[src/rtl/decode_stage.sv]
// RV32I decode stage: comb decode into a 2-entry skid buffer with registered in_ready.
// Optional `DECODE_ILLEGAL_EN adds an `illegal` bundle output for unsupported encodings.
module decode_stage #(
  parameter int XLEN = 32
) (
  input  logic            clk,
  input  logic            rst,
  input  logic            flush,
  input  logic            in_valid,
  output logic            in_ready,
  input  logic [31:0]     instr,
  input  logic [XLEN-1:0] pc,
  output logic            out_valid,
  input  logic            out_ready,
  output logic [2:0]      op_select,
  output logic            alt_operator,
  output logic            branch_mode,
  output logic            use_imm,
  output logic [1:0]      op1_sel,
  output logic            operand_swap,
  output logic [XLEN-1:0] imm,
  output logic [4:0]      rs1,
  output logic [4:0]      rs2,
  output logic [4:0]      rd,
  output logic            reg_write,
  output logic [1:0]      jump,
`ifdef DECODE_ILLEGAL_EN
  output logic            illegal,
`endif
  output logic [XLEN-1:0] pc_out
);

  localparam logic [6:0] OP_R     = 7'b0110011;
  localparam logic [6:0] OP_I     = 7'b0010011;
  localparam logic [6:0] OP_B     = 7'b1100011;
  localparam logic [6:0] OP_LUI   = 7'b0110111;
  localparam logic [6:0] OP_AUIPC = 7'b0010111;
  localparam logic [6:0] OP_JAL   = 7'b1101111;
  localparam logic [6:0] OP_JALR  = 7'b1100111;

  typedef struct packed {
    logic [2:0]      op_select;
    logic            alt_operator;
    logic            branch_mode;
    logic            use_imm;
    logic [1:0]      op1_sel;
    logic            operand_swap;
    logic [XLEN-1:0] imm;
    logic [4:0]      rs1;
    logic [4:0]      rs2;
    logic [4:0]      rd;
    logic            reg_write;
    logic [1:0]      jump;
`ifdef DECODE_ILLEGAL_EN
    logic            illegal;
`endif
    logic [XLEN-1:0] pc;
  } bundle_t;

  typedef enum logic [1:0] {EMPTY, ONE, TWO} occ_t;

  logic [6:0]  opcode;
  logic [2:0]  funct3;
  logic [31:0] imm_i, imm_b, imm_u, imm_j;
  bundle_t     dec;

  assign opcode = instr[6:0];
  assign funct3 = instr[14:12];
  assign imm_i  = {{20{instr[31]}}, instr[31:20]};
  assign imm_b  = {{19{instr[31]}}, instr[31], instr[7], instr[30:25], instr[11:8], 1'b0};
  assign imm_u  = {instr[31:12], 12'b0};
  assign imm_j  = {{11{instr[31]}}, instr[31], instr[19:12], instr[20], instr[30:21], 1'b0};

`ifdef DECODE_ILLEGAL_EN
  logic ill;

  always_comb begin
    ill = 1'b0;
    case (opcode)
      OP_R: ill = !(instr[31:25] == 7'h00 || instr[31:25] == 7'h20);
      OP_I: ill = (funct3 == 3'b001 && instr[31:25] != 7'h00) ||
                  (funct3 == 3'b101 && !(instr[31:25] == 7'h00 || instr[31:25] == 7'h20));
      OP_B, OP_LUI, OP_AUIPC, OP_JAL, OP_JALR: ill = 1'b0;
      default: ill = 1'b1;
    endcase
  end
`endif

  always_comb begin
    dec     = '0;
    dec.rs1 = instr[19:15];
    dec.rs2 = instr[24:20];
    dec.rd  = instr[11:7];
    dec.pc  = pc;
    case (opcode)
      OP_R: begin
        dec.op_select    = funct3;
        dec.alt_operator = instr[30];
        dec.reg_write    = 1'b1;
      end
      OP_I: begin
        dec.op_select    = funct3;
        dec.alt_operator = (funct3 == 3'b101) ? instr[30] : 1'b0;
        dec.use_imm      = 1'b1;
        // shifts and SLT/SLTU feed the immediate through op1 of the ALU
        dec.operand_swap = (funct3 == 3'b001) || (funct3 == 3'b101) ||
                           (funct3 == 3'b010) || (funct3 == 3'b011);
        dec.imm          = XLEN'($signed(imm_i));
        dec.reg_write    = 1'b1;
      end
      OP_B: begin
        dec.branch_mode = 1'b1;
        dec.op_select   = funct3;
        dec.imm         = XLEN'($signed(imm_b));
      end
      OP_LUI: begin
        dec.op1_sel   = 2'b10;
        dec.use_imm   = 1'b1;
        dec.imm       = XLEN'($signed(imm_u));
        dec.reg_write = 1'b1;
      end
      OP_AUIPC: begin
        dec.op1_sel   = 2'b01;
        dec.use_imm   = 1'b1;
        dec.imm       = XLEN'($signed(imm_u));
        dec.reg_write = 1'b1;
      end
      OP_JAL: begin
        dec.jump      = 2'b01;
        dec.imm       = XLEN'($signed(imm_j));
        dec.reg_write = 1'b1;
      end
      OP_JALR: begin
        dec.jump      = 2'b10;
        dec.use_imm   = 1'b1;
        dec.imm       = XLEN'($signed(imm_i));
        dec.reg_write = 1'b1;
      end
      default: ;
    endcase
    if (dec.rd == 5'd0) dec.reg_write = 1'b0;
`ifdef DECODE_ILLEGAL_EN
    if (ill) begin
      dec         = '0;
      dec.rs1     = instr[19:15];
      dec.rs2     = instr[24:20];
      dec.rd      = instr[11:7];
      dec.pc      = pc;
      dec.illegal = 1'b1;
    end
`endif
  end

  occ_t    state_q, state_d;
  bundle_t head_q, head_d, skid_q, skid_d;
  logic    in_ready_q, in_ready_d;
  logic    accept, pop;

  assign out_valid = (state_q != EMPTY);
  assign in_ready  = in_ready_q;
  assign accept    = in_valid & in_ready_q;
  assign pop       = out_valid & out_ready;

  always_comb begin
    state_d = state_q;
    head_d  = head_q;
    skid_d  = skid_q;
    if (flush) begin
      state_d = EMPTY;
    end else begin
      case (state_q)
        EMPTY: if (accept) begin
          head_d  = dec;
          state_d = ONE;
        end
        ONE: begin
          if (accept && !pop) begin
            skid_d  = dec;
            state_d = TWO;
          end else if (accept && pop) begin
            head_d = dec;
          end else if (pop) begin
            state_d = EMPTY;
          end
        end
        TWO: if (pop) begin
          head_d  = skid_q;
          state_d = ONE;
        end
        default: state_d = EMPTY;
      endcase
    end
    in_ready_d = (state_d != TWO);
  end

  always_ff @(posedge clk) begin
    if (rst) begin
      state_q    <= EMPTY;
      head_q     <= '0;
      skid_q     <= '0;
      in_ready_q <= 1'b1;
    end else begin
      state_q    <= state_d;
      head_q     <= head_d;
      skid_q     <= skid_d;
      in_ready_q <= in_ready_d;
    end
  end

  assign op_select    = head_q.op_select;
  assign alt_operator = head_q.alt_operator;
  assign branch_mode  = head_q.branch_mode;
  assign use_imm      = head_q.use_imm;
  assign op1_sel      = head_q.op1_sel;
  assign operand_swap = head_q.operand_swap;
  assign imm          = head_q.imm;
  assign rs1          = head_q.rs1;
  assign rs2          = head_q.rs2;
  assign rd           = head_q.rd;
  assign reg_write    = head_q.reg_write;
  assign jump         = head_q.jump;
`ifdef DECODE_ILLEGAL_EN
  assign illegal      = head_q.illegal;
`endif
  assign pc_out       = head_q.pc;

endmodule
[config.mk]
export PLATFORM = sky130hd
export DESIGN_NAME = decode_stage
export DESIGN_NICKNAME = d
export VERILOG_FILES = /design/src/rtl/decode_stage.sv
export SDC_FILE = /design/constraint.sdc
export NUM_CORES = 1
export LEC_CHECK = 0
export BUFFER_PORTS_ARGS = -buffer_cell sky130_fd_sc_hd__buf_2
export CAP_MARGIN = 25
export CELL_PAD_IN_SITES_DETAIL_PLACEMENT = 1
export CELL_PAD_IN_SITES_GLOBAL_PLACEMENT = 1
export CORE_UTILIZATION = 43
export DETAILED_ROUTE_END_ITERATION = 8
export MAX_ROUTING_LAYER = met4
export PLACE_DENSITY = 0.9
export SLEW_MARGIN = 10
export SYNTH_ARGS = -nofsm -noshare
export SYNTH_HDL_FRONTEND = slang
export SYNTH_SLANG_ARGS = --single-unit
[constraint.sdc]
create_clock -name clk -period 3.1 [get_ports clk]
set_clock_uncertainty 0.2 [all_clocks]
set_input_delay 0.155 -clock clk [delete_from_list [all_inputs] [get_ports clk]]
set_output_delay 0.155 -clock clk [all_outputs]
set_load 0.05 [all_outputs]
-- Word-level counts from Yosys, hierarchy flattened
Index checks and enable logic that the tools add are counted.
- register bits after elaboration: 185
- output and inout bits: 93
- word-level logic and storage cells: 89
- bits of input ports: 69
- reductions and logical operators: 17
- equality and inequality tests: 18
- bitwise operators: 3
- multiplexer cells: 23
- operators by type and width (operator ; count):
    $mux 91 ; 4
    $pmux 91 s3 ; 1
    $pmux 32 s4 ; 1
    $eq 7x7->1 const B ; 3
    $eq 7x5->1 const B ; 2
    $eq 7x6->1 const B ; 2
    $mux 2 ; 6
    $ne 2x2->1 const B ; 5
    $pmux 2 s2 ; 2
    $eq 3x2->1 const B ; 2
    $mux 1 ; 6
    $pmux 2 s3 ; 1
    $reduce_and 6->1 ; 1
    $reduce_or 6->1 ; 1
    $logic_not 5->1 ; 1
    $reduce_or 2->1 ; 2
    $reduce_or 4->1 ; 1
    $eq 3x1->1 const B ; 1
    $eq 3x3->1 const B ; 1
    $logic_or 1x1->1 ; 3
    $mux 3 ; 1
    $reduce_and 3->1 ; 1
    $reduce_bool 3->1 ; 1
    $reduce_or 3->1 ; 1
    other kinds (9) ; 11

-- Logic depth before layout (Yosys ltp)
Gate-level depths: netlist of run 1.
- depth after elaboration: 8
- mapped depth: 8
- mapped depth without buffers: 4

-- Least setup slack after synthesis of run 1
OpenSTA, ideal clock, no wires.
- path type: register to register
- from: register in_ready_q (netlist: in_ready)
- to: register head_q, in the netlist imm[5]
- stages on the path, launching flop included: 6
- arrival time: 1.817 ns
- clock period less this slack: 2.089 ns
- slack: 1.011 ns
- data required time: 2.827 ns
- cells stage by stage: dfxtp_1 -> nand3b_1 -> or4_1 -> clkbuf_1 -> o21ba_2 -> o2bb2ai_1
- word-level cells in the longest chain between the ends: 4
- elaborated cells between the ends (all ways): 7
- RTL lines (item ; line ; text):
    start: declaration ; 156 ; logic in_ready_q, in_ready_d;
    start signal: assignment ; 206 ; in_ready_q <= in_ready_d;
    $and 1x1->1 * ; 161 ; assign accept = in_valid & in_ready_q;
    $logic_and 1x1->1 (on tied branches) ; 180, 177 ;
    $ne 2x2->1 (no line) ; n/a ;
    $reduce_and 6->1 (no line) * ; n/a ;
    end signal: assignment ; 199 ; head_q <= '0;
    end signal: assignment ; 204 ; head_q <= head_d;
    end: declaration ; 155 ; bundle_t head_q, head_d, skid_q, skid_d;
Mark *: on every way between the ends. The rest lies on a longest branch, timed or not.
A chain may end at the register's enable or synchronous reset.

-- Final worst setup path of run 1
- from: register state_q[1]
- to: register head_q, in the netlist imm[8]
- word-level cells in the longest chain between the ends: 6
- elaborated cells between the ends (all ways): 15
- RTL lines (item ; line ; text):
    start: declaration ; 154 ; occ_t state_q, state_d;
    start signal: assignment ; 203 ; state_q <= state_d;
    $reduce_bool 2->1 ; 159 ; assign out_valid = (state_q != EMPTY);
    $and 1x1->1 ; 162 ; assign pop = out_valid & out_ready;
    $logic_not 1->1 ; 177 ; if (accept && !pop) begin
    $logic_and 1x1->1 ; 177 ;
    $ne 2x2->1 (no line) ; n/a ;
    $reduce_and 6->1 (no line) ; n/a ;
Parallel ways exist; a longest one is shown, timed or not.

==> results of run 1 <==
tightest hold or removal path: stages:
cell	delay [ps]
sky130_fd_sc_hd__buf_2	130
sky130_fd_sc_hd__nand4b_1	160
sky130_fd_sc_hd__or3_1	120
sky130_fd_sc_hd__a21oi_1	50
layout make-up:
cell class,count,area share
tap,229,0.0282
timing repair buffer,244,0.162
sequential,185,0.364
clock buffer,23,0.0490
inverter,14,0.00517
multi-input combinational,694,0.380
clock inverter,9,0.0111
state kept, by name, indices dropped and copies added, names as in the netlist, 2 cells and up:
signal     count
pc_out        32
state_q        2
op1_sel        2
imm           32
rd             5
skid_q        91
jump           2
rs2            5
op_select      3
rs1            5
cells in the final DEF, fill, tap and decap left out, types with 6 or more instances in the layout:
cell                            Yosys  routed
sky130_fd_sc_hd__buf_4              3      12
sky130_fd_sc_hd__inv_1             14      14
sky130_fd_sc_hd__nand2b_1           7       6
sky130_fd_sc_hd__o22ai_1           13      13
sky130_fd_sc_hd__o211ai_1           8       8
sky130_fd_sc_hd__clkbuf_16          0      17
sky130_fd_sc_hd__nand2_1          231     231
sky130_fd_sc_hd__buf_2             24     160
sky130_fd_sc_hd__nor3_1            38      36
sky130_fd_sc_hd__nand3b_1           6       6
sky130_fd_sc_hd__a311oi_1          46      46
sky130_fd_sc_hd__o2bb2ai_1          6       6
sky130_fd_sc_hd__nand4b_1           8       8
sky130_fd_sc_hd__nand3_1           14      13
sky130_fd_sc_hd__nor2_1           101     101
sky130_fd_sc_hd__mux2i_1           17      17
sky130_fd_sc_hd__a22oi_1           10      10
sky130_fd_sc_hd__a211oi_1          33      33
sky130_fd_sc_hd__a211oi_2          10      10
sky130_fd_sc_hd__a21oi_1           76      76
sky130_fd_sc_hd__and2_1            24      24
sky130_fd_sc_hd__dfxtp_1          185     185
sky130_fd_sc_hd__dlygate4sd3_1      0      67
routing by layer:
layer	vias up	part of all wire
met5	-	0
met2	281	0.49
met1	3893	0.43
met4	0	0.026
met3	66	0.050
li1	3779	-
cell families (layout without fill, tap and decap cells):
logic type	Yosys count	after routing	synth area share
AO/OA/AOI/OAI	227	228	0.210
XOR/XNOR	1	1	0.00110
buffers and inverters	100	290	0.0534
flip-flops	185	185	0.467
multiplexers	17	17	0.0214
AND/OR/NAND/NOR	448	448	0.248
per-stage QoR:
stage / setup WS, ps / hold slack [ps]
finish: 177 / 39.5
global route: 54.3 / 57.1
CTS: 77.2 / 22.0
detailed placement: 490 / 218
global placement: 693 / 211
floorplan: 1010 / 34.3
path summary, 6_finish.rpt:
kind | endpoint | cells after the start
setup / recovery | imm[8] | 6
hold / removal | skid_q[33] | 4
setup reg to reg | imm[8] | 6
hold reg to reg | skid_q[0] | 2
synthesized netlist by cell type, types with 4 or more instances:
cell type	instances	area, µm²
sky130_fd_sc_hd__o2bb2ai_1	6	52.6
sky130_fd_sc_hd__and2_1	24	150
sky130_fd_sc_hd__inv_1	14	52.6
sky130_fd_sc_hd__nand3b_1	6	45.0
sky130_fd_sc_hd__buf_1	6	22.5
sky130_fd_sc_hd__o211ai_1	8	60.1
sky130_fd_sc_hd__mux2i_1	17	170
sky130_fd_sc_hd__a311oi_1	46	403
sky130_fd_sc_hd__nand3_1	14	70.1
sky130_fd_sc_hd__dfxtp_1	185	3700
sky130_fd_sc_hd__a211oi_1	33	248
sky130_fd_sc_hd__clkbuf_1	52	195
sky130_fd_sc_hd__a31oi_1	5	31.3
sky130_fd_sc_hd__nor3_1	38	190
sky130_fd_sc_hd__nand4b_1	8	70.1
sky130_fd_sc_hd__nand2_1	231	867
sky130_fd_sc_hd__o221ai_1	4	35.0
sky130_fd_sc_hd__a211oi_2	10	125
sky130_fd_sc_hd__buf_2	24	120
sky130_fd_sc_hd__nor2_1	101	379
sky130_fd_sc_hd__nand2b_1	7	43.8
sky130_fd_sc_hd__o22ai_1	13	81.3
sky130_fd_sc_hd__a21oi_1	76	380
sky130_fd_sc_hd__a22oi_1	10	75.1
repair_timing:
item                                   4_1_cts  5_1_grt
endpoints found under the hold margin      147        0
setup endpoints to repair                    0        1
hold buffers                                67        0
power by group through the flow:
stage / Sequential, mW / Clock [mW] / Combinational, mW
floorplan: 2.75 / 0 / 0.242
global placement: 2.54 / 0 / 0.645
detailed placement: 2.54 / 0 / 0.659
CTS: 2.49 / 2.28 / 0.726
global route: 2.50 / 2.39 / 0.793
finish: 2.49 / 2.27 / 0.743
==> reports/summary.md, run 1 <==
Once detail routing completed, the nets flagged for antenna violations numbered 0. The row count is 49, and the detail-routed net length per standard cell is 19.5 µm. For this run, the post-layout net count is 1225. The setup total negative slack is 0 ps, and the worst endpoint data arrival time is 3040 ps. The design draws 5.50 mW. The flow ran to the end, and the final reports show no timing, DRC or antenna violations.

The total die area was 19000 µm²; the global routing usage on met1 was 0.365. Part of the cycle the worst path needs: 0.943. The critical path is of the flip-flop to flip-flop type. For the via count of the first global-routing pass, the log shows 7918.

The most used flip-flop cell after synthesis is sky130_fd_sc_hd__dfxtp_1. The logs give 52 for the post-synthesis cell type count and 15500 µm for the half-perimeter wire length of the detailed placement result. The routed design has 27200 µm of wire. In this run the clock root is driven by a sky130_fd_sc_hd__clkbuf_16. In this run the deepest clock path goes through 2 buffers.

The logs give 0 for the count of buffers added by post-CTS timing repair for setup and 0 for the max-slew violation count. Net switching power: 1.52 mW. For the count of max-cap constraint violations, the log shows 0.

The slew at the pin with the worst max-slew slack was 842 ps. The placed instance count was 1297; the clock transition time at the flip-flop clock pins of the worst setup and hold paths was 70 ps. The antenna diode count is 0, and the fraction of met3 tracks used by global routing is 0.0413. Detailed routing inserted a total of 8019 vias. The initial core utilization is 0.440, and the sequential standard cell area is 3700 µm². The switching share of power works out to 0.277. In the routed layout, each cell is associated on average with a via count of 5.74.

Setup repair after global routing left no endpoint under its margin. The share of final-layout standard cells stronger than drive strength 1 works out to 0.204. The worst setup path is launched from a flip-flop. The run gives 0 as the number of antenna violations at the first check in global routing.

Clock latency on the worst-skew pair, taken at its later pin, is 430 ps. The number of storage elements in the synthesis netlist works out to 185. The width of the die is 138 µm, and the largest net degree at the start of global routing is 80. The tree built by TritonCTS fans out to 185 sinks.

At the worst endpoint, the required time is 3220 ps. The number of warnings issued by yosys was 0; the worst stage delay on the critical path was 560 ps. The total overflow left after global routing is 0. Met2 usage in global routing: 0.472. The floorplan step defined a core boundary enclosing 18000 µm². In this run the power density over the cells is 541 nW/µm². The share of power burned in registers was 0.453; the number of design-rule violations left by the first detailed-router iteration was 483.

The final number of setup-violating endpoints was 0; the number of failing hold endpoints at the final stage was 0. Compared with the post-synthesis result, the final layout area differs by 28.0%. In this run the number of H-tree levels came out at 4.

Excluding fillers, the count of instances in the completed layout stands at 1398. The number of resized instances in the post-cts repair step came out at 0. The most critical setup path has its startpoint at state_q[1]. After routing the design area is 10200 µm². The run gives 3.84 nW as the leakage component of the power. Each instance of the synthesized netlist takes up on average 8.12 µm².

The number of CTS-inserted buffers came out at 17. Once placement finished, the instance area stood at 8860 µm². The logs give 0.412 for the clock power share and 0.290 for the combined global-route utilization of all metal layers. The post-layout utilization of the core came out at 0.564. IR analysis of the VDD net gives a maximum drop of 0.415 mV.

The worst slew slack as a fraction of its limit is 0.438, and the routability-driven placement congestion ratio is 0.818. The first global-routing pass estimated 41400 µm of wire. In this run the vertical extent of the chip is 138 µm. The path category of the worst min-delay check was input pin to flip-flop. Based on the critical path, the design can be clocked at up to 342 MHz. Synthesis handed over a netlist of 978 instances.

The critical path goes through nor2b_4 > a32o_4 > buf_4 > mux2i_1 > o2bb2ai_1 > dlygate4sd3_1. The share of async-settable or async-resettable flops after synthesis came out at 0. Master of the slowest instance on the critical path: sky130_fd_sc_hd__dlygate4sd3_1. The part of the total power dissipated in combinational logic is 0.135, and the share of synthesized area occupied by flip-flops and latches is 0.467. The number of fillers in the final layout was 2173. The run gives 180 ps as the setup slack of the most critical reg-to-reg path.

The mapped netlist covers 7940 µm². The highest fanout seen on the critical path works out to 23. The layer carrying the most global-route usage was met2.

The number of I/O port buffers works out to 161. The beginning of the worst register-to-register path is state_q[1]. The worst path in the final design needs a cycle of 2920 ps, including I/O delays and setup. 162 I/O pins were placed. Internal power consumption: 3.98 mW. The family with the most delay on the worst path is buffers and inverters.

Number of flops mapped to enable cells by yosys: 0. Before antenna repair, the detailed router went through 5 iterations. TritonCTS built the clock tree. In the routed design, unresolved DRC markers number 0. The run gives 3860 µm² as the combined area of the multi-input logic cells.

The tools report the startpoint of the lowest-slack hold path as instr[1]. Buffering stage count on the worst path with inverters included: 2. The worst setup path is captured at a flip-flop. The synthesized net count came out at 1047.
No activity file was read; power rests on OpenSTA's default activity.
==> run 2, diff against run 1 <==
--- a/config.mk
+++ b/config.mk
@@ -13,6 +13,7 @@
 export DETAILED_ROUTE_END_ITERATION = 8
 export MAX_ROUTING_LAYER = met4
 export PLACE_DENSITY = 0.9
+export RECOVER_POWER = 100
 export SLEW_MARGIN = 10
 export SYNTH_ARGS = -nofsm -noshare
 export SYNTH_HDL_FRONTEND = slang
==> run 2 against run 1 <==
  * Wire length increased by 0.60%
  * Critical path type is now input pin to flip-flop
  * First-iteration DRC count increased by 16%
  * Worst setup slack got worse by 16 ps
  * Power decreased by 0.40%
  * Largest power group unchanged
  * Hold slack got worse by 5.4 ps
  * Critical path depth increased by 1
  * Count of clock-buffer cells in the layout unchanged
  * Utilization decreased by 1.2 points
  * Combinational power decreased by 3.0%
  * Highest routed layer unchanged
  * Non-clock buffer count unchanged
  * Clock power about the same
  * Final cell count unchanged
==> reports/summary.md, run 2 (synthesized netlist as in run 1, its figures left out) <==
The run finished with clean final reports. The sequential standard cell area is 3700 µm². The path category of the worst min-delay check is input pin to flip-flop. The total power of the final layout is 5.48 mW, and the total number of nets in the final design is 1225. The part of the cycle the worst path needs was 0.948; the total iterations of the first detailed-routing run was 7. Switching share of power: 0.278. In this run the cell area measured after placement is 8860 µm².

The number of top-level pins is 162. The tools report the setup slack of the most critical reg-to-reg path as 220 ps. Detailed placement finished with a half-perimeter wire length of 15500 µm.

The residual overflow from global routing is 0. The tools report the number of antenna violations at the first check in global routing as 0. The via count of the first global-routing pass was 7918; the clock power share was 0.413.

For the pin with the worst max-slew slack, the measured transition is 1110 ps. Summed over all cells, the static leakage comes to 3.44 nW. The number of failing hold endpoints at the final stage is 0.

Entering global routing, the biggest net connects 80 pins. The kind of cell with the highest combined delay along the critical path is compound AO/OA/AOI/OAI gates. Setup violations remaining at the end of the flow were counted as 0. The detailed-route vias per instance is 5.77, and the count of max-cap constraint violations is 0.

The worst setup path is of the input pin to flip-flop kind. The worst setup path is captured at a flip-flop. Clock latency on the worst-skew pair, taken at its later pin, is 430 ps. Counting the buffers created by CTS gives 17.

The maximum vdd ir drop was 0.416 mV; the worst path required time was 3240 ps. After routing the design area is 9950 µm². The logs give 41400 µm for the first-pass GRT wire length and 340 MHz for the highest attainable clock frequency. Combined global-route utilization of all metal layers: 0.290. Launching element type of the critical path: an input pin. The clock transition time at the flip-flop clock pins of the worst setup and hold paths was 70 ps.

The die covers 19000 µm². The post-placement setup slack was 490 ps; the combined area of the multi-input logic cells was 3800 µm². Setup slack closes at 161 ps. The number of I/O port buffers is 161. The tree is rooted in a sky130_fd_sc_hd__clkbuf_16. Hold timing on the final database bottoms out at a slack of 34.1 ps. The die is 138 µm wide. The highest fanout seen on the critical path was 12. The internal power of the cells totals 3.95 mW. The share of power burned in registers was 0.455. The total area inside the core boundary comes to 18000 µm².

The setup total negative slack came out at 0 ps. For this block, the routed nets add up to 27400 µm of wire. Dividing the detail-routed wire length by the instance count gives 19.6 µm. The tree built by TritonCTS fans out to 185 sinks. Initial core utilization: 0.440. The tools report the max-slew violation count as 0. The minimum clock period works out to 2940 ps.

The share of final-layout standard cells stronger than drive strength 1 was 0.112; the number of vias after detailed routing was 8066. The repair_antennas step left the layout with diodes totalling 0. In this run the power density over the cells is 550 nW/µm². After detailed routing, the number of remaining DRC violations is 0.

The net switching power is 1.52 mW. The flip-flop count of the largest register, all copies and words added is 91, and the post-detailed-route count of antenna-violating nets is 0. Most common library cell in the layout ignoring fill and taps: sky130_fd_sc_hd__nand2_1. From synthesis to final layout, the design area changed by 25.4%. The count of buffers added by post-CTS timing repair for setup was 0; the worst stage delay on the critical path was 870 ps. The worst endpoint data arrival time was 3080 ps.

The first routing iteration left 560 violations. For the worst slew slack as a fraction of its limit, the log shows 0.258. Setup repair after global routing left no endpoint under its margin. The top cell types in the final layout, fill and taps aside, are sky130_fd_sc_hd__nand2_1, sky130_fd_sc_hd__dfxtp_1, sky130_fd_sc_hd__nor2_1. No sink is reached through more buffers than the 2 on the longest clock path. The routability-driven placement congestion ratio came out at 0.818. TritonCTS built the clock tree.

The layout has 2226 filler cells. The part of the total power dissipated in combinational logic was 0.132. The register bank with the most flops is skid_q. The number of buffers and inverters on the critical path is 3. Traced cell by cell, the critical path runs through dlygate4sd3_1 > clkbuf_1 > nand4bb_1 > a211oi_2 > nor3_2 > buf_6 > a211oi_1. Measured along the y axis, the die boundary spans 138 µm.

The run gives 49 as the row count. The H-tree generated during clock tree synthesis spans 4 levels. The slowest stage of the critical path is the sky130_fd_sc_hd__a211oi_2 cell.
## run 2: cell count changes in the layout (fill, tap and decap cells not counted), moves of 2 or more
| cell | previous run | this run |
|---|---|---|
| sky130_fd_sc_hd__a211oi_2 | 10 | 4 |
| sky130_fd_sc_hd__a211oi_1 | 33 | 40 |
| sky130_fd_sc_hd__buf_2 | 160 | 65 |
| sky130_fd_sc_hd__buf_4 | 12 | 9 |
| sky130_fd_sc_hd__clkbuf_2 | 0 | 2 |
| sky130_fd_sc_hd__clkbuf_1 | 1 | 97 |
## run 2: path summary, 6_finish.rpt
path	from	end	cells after the start
worst min-delay path	instr[1]	skid_q[33]	4
worst max register to register	state_q[1]	imm[8]	6
worst min register to register	skid_q[0]	skid_q[0]	2
worst max-delay path	instr[3]	skid_q[74]	7
## run 2: power groups by stage
stage	clock (mW)	combinational, mW	sequential, mW
2_1_floorplan	0	0.242	2.75
3_3_place_gp	0	0.645	2.54
3_5_place_dp	0	0.659	2.54
4_1_cts	2.28	0.726	2.49
5_1_grt	2.39	0.768	2.50
6_report	2.26	0.721	2.49
## run 2: worst register-to-register path, cell delays in order (launching register included)
cell	delay [ps]
sky130_fd_sc_hd__dfxtp_1	430
sky130_fd_sc_hd__nor2b_4	510
sky130_fd_sc_hd__a32o_4	460
sky130_fd_sc_hd__buf_4	310
sky130_fd_sc_hd__mux2i_1	220
sky130_fd_sc_hd__o2bb2ai_1	80
sky130_fd_sc_hd__dlygate4sd3_1	560
## run 2: per-stage QoR
step           utilization  std cells
5_1_grt              0.552       1398
4_1_cts              0.563       1396
3_3_place_gp         0.491       1297
2_1_floorplan            -        978
3_5_place_dp         0.491       1297
6_report             0.552       1398
## run 2: area by class of cell
type	instances	share of cell area
Sequential cell	185	0.372
Inverter	14	0.00528
Tap cell	229	0.0288
Timing Repair Buffer	244	0.151
Multi-Input combinational cell	694	0.381
Clock inverter	9	0.0113
Clock buffer	23	0.0500
## run 2: metal layers
metal / part of all wire / GRT usage
met5: 0 / -
met4: 0.026 / 0.111
met3: 0.048 / 0.0413
met2: 0.49 / 0.472
met1: 0.43 / 0.365
## run 2: what timing repair did
action	4_1_cts	5_1_grt
resized for setup	0	0
setup endpoints to repair	0	1
hold endpoints to repair	147	0
hold buffers	67	0
==> run 3, diff against run 2 <==
--- a/config.mk
+++ b/config.mk
@@ -11,10 +11,10 @@
 export CELL_PAD_IN_SITES_GLOBAL_PLACEMENT = 1
 export CORE_UTILIZATION = 43
 export DETAILED_ROUTE_END_ITERATION = 8
+export GPL_TIMING_DRIVEN = 0
 export MAX_ROUTING_LAYER = met4
 export PLACE_DENSITY = 0.9
 export RECOVER_POWER = 100
-export SLEW_MARGIN = 10
 export SYNTH_ARGS = -nofsm -noshare
 export SYNTH_HDL_FRONTEND = slang
 export SYNTH_SLANG_ARGS = --single-unit
==> run 3 against run 2 <==
  * Count of clock-buffer cells in the layout fell by 3
  * Final cell count rose by 4.6%
  * Non-clock buffer count rose by 64
  * Largest cell class unchanged
  * Largest power group unchanged
==> reports/summary.md, run 3 (synthesized netlist as in run 1, its figures left out) <==
The run finished with clean final reports. Counting cells, the worst reg-to-reg path comes to 6. For the internal power consumption, the log shows 4.05 mW. Global routing finished with a remaining overflow of 0.

Pin placement for this block handled 162 I/O pins. The worst slew slack as a fraction of its limit was 0.334; the first-pass GRT wire length was 53900 µm. The number of sinks on the clock net was 185. Max-slew violation count: 0. Following the worst setup path forward leads to its endpoint at skid_q[54]. Setup violations remaining at the end of the flow were counted as 0. Once detail routing completed, the nets flagged for antenna violations numbered 0. In this run the post-CTS setup repair buffer count came out at 0. The detailed-route DRC error count is 0, and the width of the die is 138 µm. Data on the critical path is required at its endpoint by 3230 ps.

The count of max-cap constraint violations was 0. Part of the total power dissipated in combinational logic: 0.136. The floorplan has 49 rows. The clock power share is 0.428, and the detail-routed net length per standard cell is 24.5 µm. The tree is rooted in a sky130_fd_sc_hd__clkbuf_16.

Traced cell by cell, the critical path runs through dlygate4sd3_1 > clkbuf_1 > nand3b_1 > clkbuf_1 > nor2_1 > a22oi_1 > a211oi_1. The worst register-to-register path has a setup slack of 360 ps. The logs give 2 for the number of antenna violations at the first check in global routing and 1.69 mW for the net switching power. The leakage component of the power is 3.50 nW. The longest clock path from root to sink contains 2 buffers. STA puts the critical path data arrival time at 3020 ps.

At the pin with the least slew margin, the transition time is 998 ps. The routed layout has 9171 vias. The combined global-route utilization of all metal layers came out at 0.392. Final design area excluding fillers: 10100 µm². The worst setup path is captured at a flip-flop. For this block, the initial DRC count from the detailed router was 791. The minimum clock period is 2890 ps. Setup repair after global routing left no endpoint under its margin. The run gives 0.435 as the share of power burned in registers.

The die outline height works out to 138 µm. After legalization and detailed placement, the total HPWL measured 20800 µm. Along the worst path, the maximum fanout reaches 10.

STA classifies the critical path startpoint as an input pin. The final layout contains 1288 nets. In the layout the commonest cells are sky130_fd_sc_hd__nand2_1, sky130_fd_sc_hd__dfxtp_1, sky130_fd_sc_hd__clkbuf_1. For the wire length reported by the detailed router, the log shows 35900 µm. End of the worst register-to-register path: operand_swap.

The worst hold path belongs to the class input pin to flip-flop. In this run the worst setup path begins at instr[5]. Relative to the synthesized area, the layout overhead comes to 27.6%.

Broken down by cell family, the worst path's largest delay share belongs to buffers and inverters. The largest net degree at the start of global routing was 17; the setup total negative slack was 0 ps. The tools report the beginning of the worst register-to-register path as state_q[1]. The clock transition time at the flip-flop clock pins of the worst setup and hold paths was 80 ps; the core outline area was 18000 µm². Leaving out fill and tap cells, the most frequent cell in the layout is sky130_fd_sc_hd__nand2_1. The run gives 0.440 as the initial core utilization. Classification of the worst setup path: input pin to flip-flop. The logs give 0.445 mV for the maximum vdd ir drop and 19000 µm² for the total die area. Counting buffers and inverters, the worst setup path is 7 cells deep. Input and output buffers added on the ports amount to 160.

Before antenna repair, the detailed router went through 8 iterations. The clock reaches the later pin of the worst-skew pair after 460 ps. Part of the cycle the worst path needs: 0.932. The share of final-layout standard cells stronger than drive strength 1 works out to 0.107.

In this run, post-CTS repair resized a total of 0 instances. Summing internal, switching and leakage power gives 5.73 mW. The post-place instance area is 9020 µm².

Among the stages of the critical path, the cell type that occurs most often is sky130_fd_sc_hd__clkbuf_1. The H-tree generated during clock tree synthesis spans 4 levels. TritonCTS built the clock tree. Using the TritonRoute via totals, the vias-per-cell ratio works out to 6.27.

The run gives 17 as the number of CTS-inserted buffers. On the critical path, the stage with the largest delay is an instance of sky130_fd_sc_hd__dlygate4sd3_1. The total power per unit cell area was 566 nW/µm²; the highest attainable clock frequency was 346 MHz. The tools report the number of failing hold endpoints at the final stage as 0. The buffering stage count on the worst path with inverters included was 3. More flip-flops sit in one register than any other, and that register is skid_q.

The tools report the routability-driven placement congestion ratio as 0.900. The worst stage delay on the critical path is 550 ps, and the flip-flop count of the largest register, all copies and words added is 91. For the via count of the first global-routing pass, the log shows 9587. Switching share of power: 0.294.
-- run 3: cell types whose count changed in the layout (fill, tap and decap cells not counted), moves of 2 or more --
cell | previous run | this run
sky130_fd_sc_hd__clkbuf_1 | 97 | 163
sky130_fd_sc_hd__buf_2 | 65 | 81
sky130_fd_sc_hd__buf_4 | 9 | 3
sky130_fd_sc_hd__dlygate4sd3_1 | 67 | 62
sky130_fd_sc_hd__clkbuf_8 | 5 | 1
sky130_fd_sc_hd__clkinv_4 | 1 | 4
sky130_fd_sc_hd__buf_12 | 2 | 0
sky130_fd_sc_hd__bufinv_16 | 2 | 4
sky130_fd_sc_hd__clkbuf_2 | 2 | 0
sky130_fd_sc_hd__clkinvlp_4 | 4 | 2
sky130_fd_sc_hd__diode_2 | 0 | 2
-- run 3: power groups by stage --
stage / clock, mW / sequential (mW) / combinational [mW]
after floorplan: 0 / 2.75 / 0.242
after global routing: 2.52 / 2.50 / 0.815
final: 2.46 / 2.50 / 0.780
after global placement: 0 / 2.54 / 0.675
after CTS: 2.39 / 2.49 / 0.766
after detailed placement: 0 / 2.54 / 0.691
-- run 3: metal layers --
layer	track usage	part of all wire	up-vias
li1	-	-	3906
met1	0.444	0.38	4422
met2	0.619	0.47	623
met3	0.0742	0.084	220
met4	0.286	0.069	0
met5	-	0	-
-- run 3: layout make-up --
class                      instances  area (µm²)
antenna                            2        5.00
buffer                            86         362
clock buffer                      20         447
clock inverter                    12         190
fill                            2279        7900
inverter                          14        52.6
multi-input combinational        693        3780
sequential                       185        3700
tap                              229         287
timing repair buffer             222        1300
-- run 3: worst register-to-register path: cells and delay by family, from the launching register on --
family / cells / cell delay, ps
AO/OA/AOI/OAI: 1 / 360
AND/OR/NAND/NOR: 2 / 320
flip-flops: 1 / 430
buffers and inverters: 3 / 1350
-- run 3: worst min-delay path by stage --
stage,start,end,slack [ps],cells past startpoint
2_1_floorplan,flush,state_q[0],30,1
3_3_place_gp,flush,state_q[0],200,2
3_5_place_dp,flush,state_q[0],210,2
4_1_cts,instr[0],skid_q[83],40,4
5_1_grt,instr[0],skid_q[83],70,4
6_report,instr[0],skid_q[83],70,4
-- run 3: per-stage QoR --
step	worst slack, ps	utilization	std cells	hold WS (ps)
6_report	210	0.562	1463	69.6
4_1_cts	507	0.570	1461	35.7
3_3_place_gp	836	0.501	1367	200
3_5_place_dp	763	0.501	1367	206
5_1_grt	204	0.562	1463	74.1
2_1_floorplan	1010	-	978	34.3
-- run 3: what timing repair did --
| action | in CTS | in global routing |
|---|---|---|
| endpoints found under the hold margin | 138 | 0 |
| hold buffers | 62 | 0 |
| endpoints found under the setup margin | 0 | 0 |
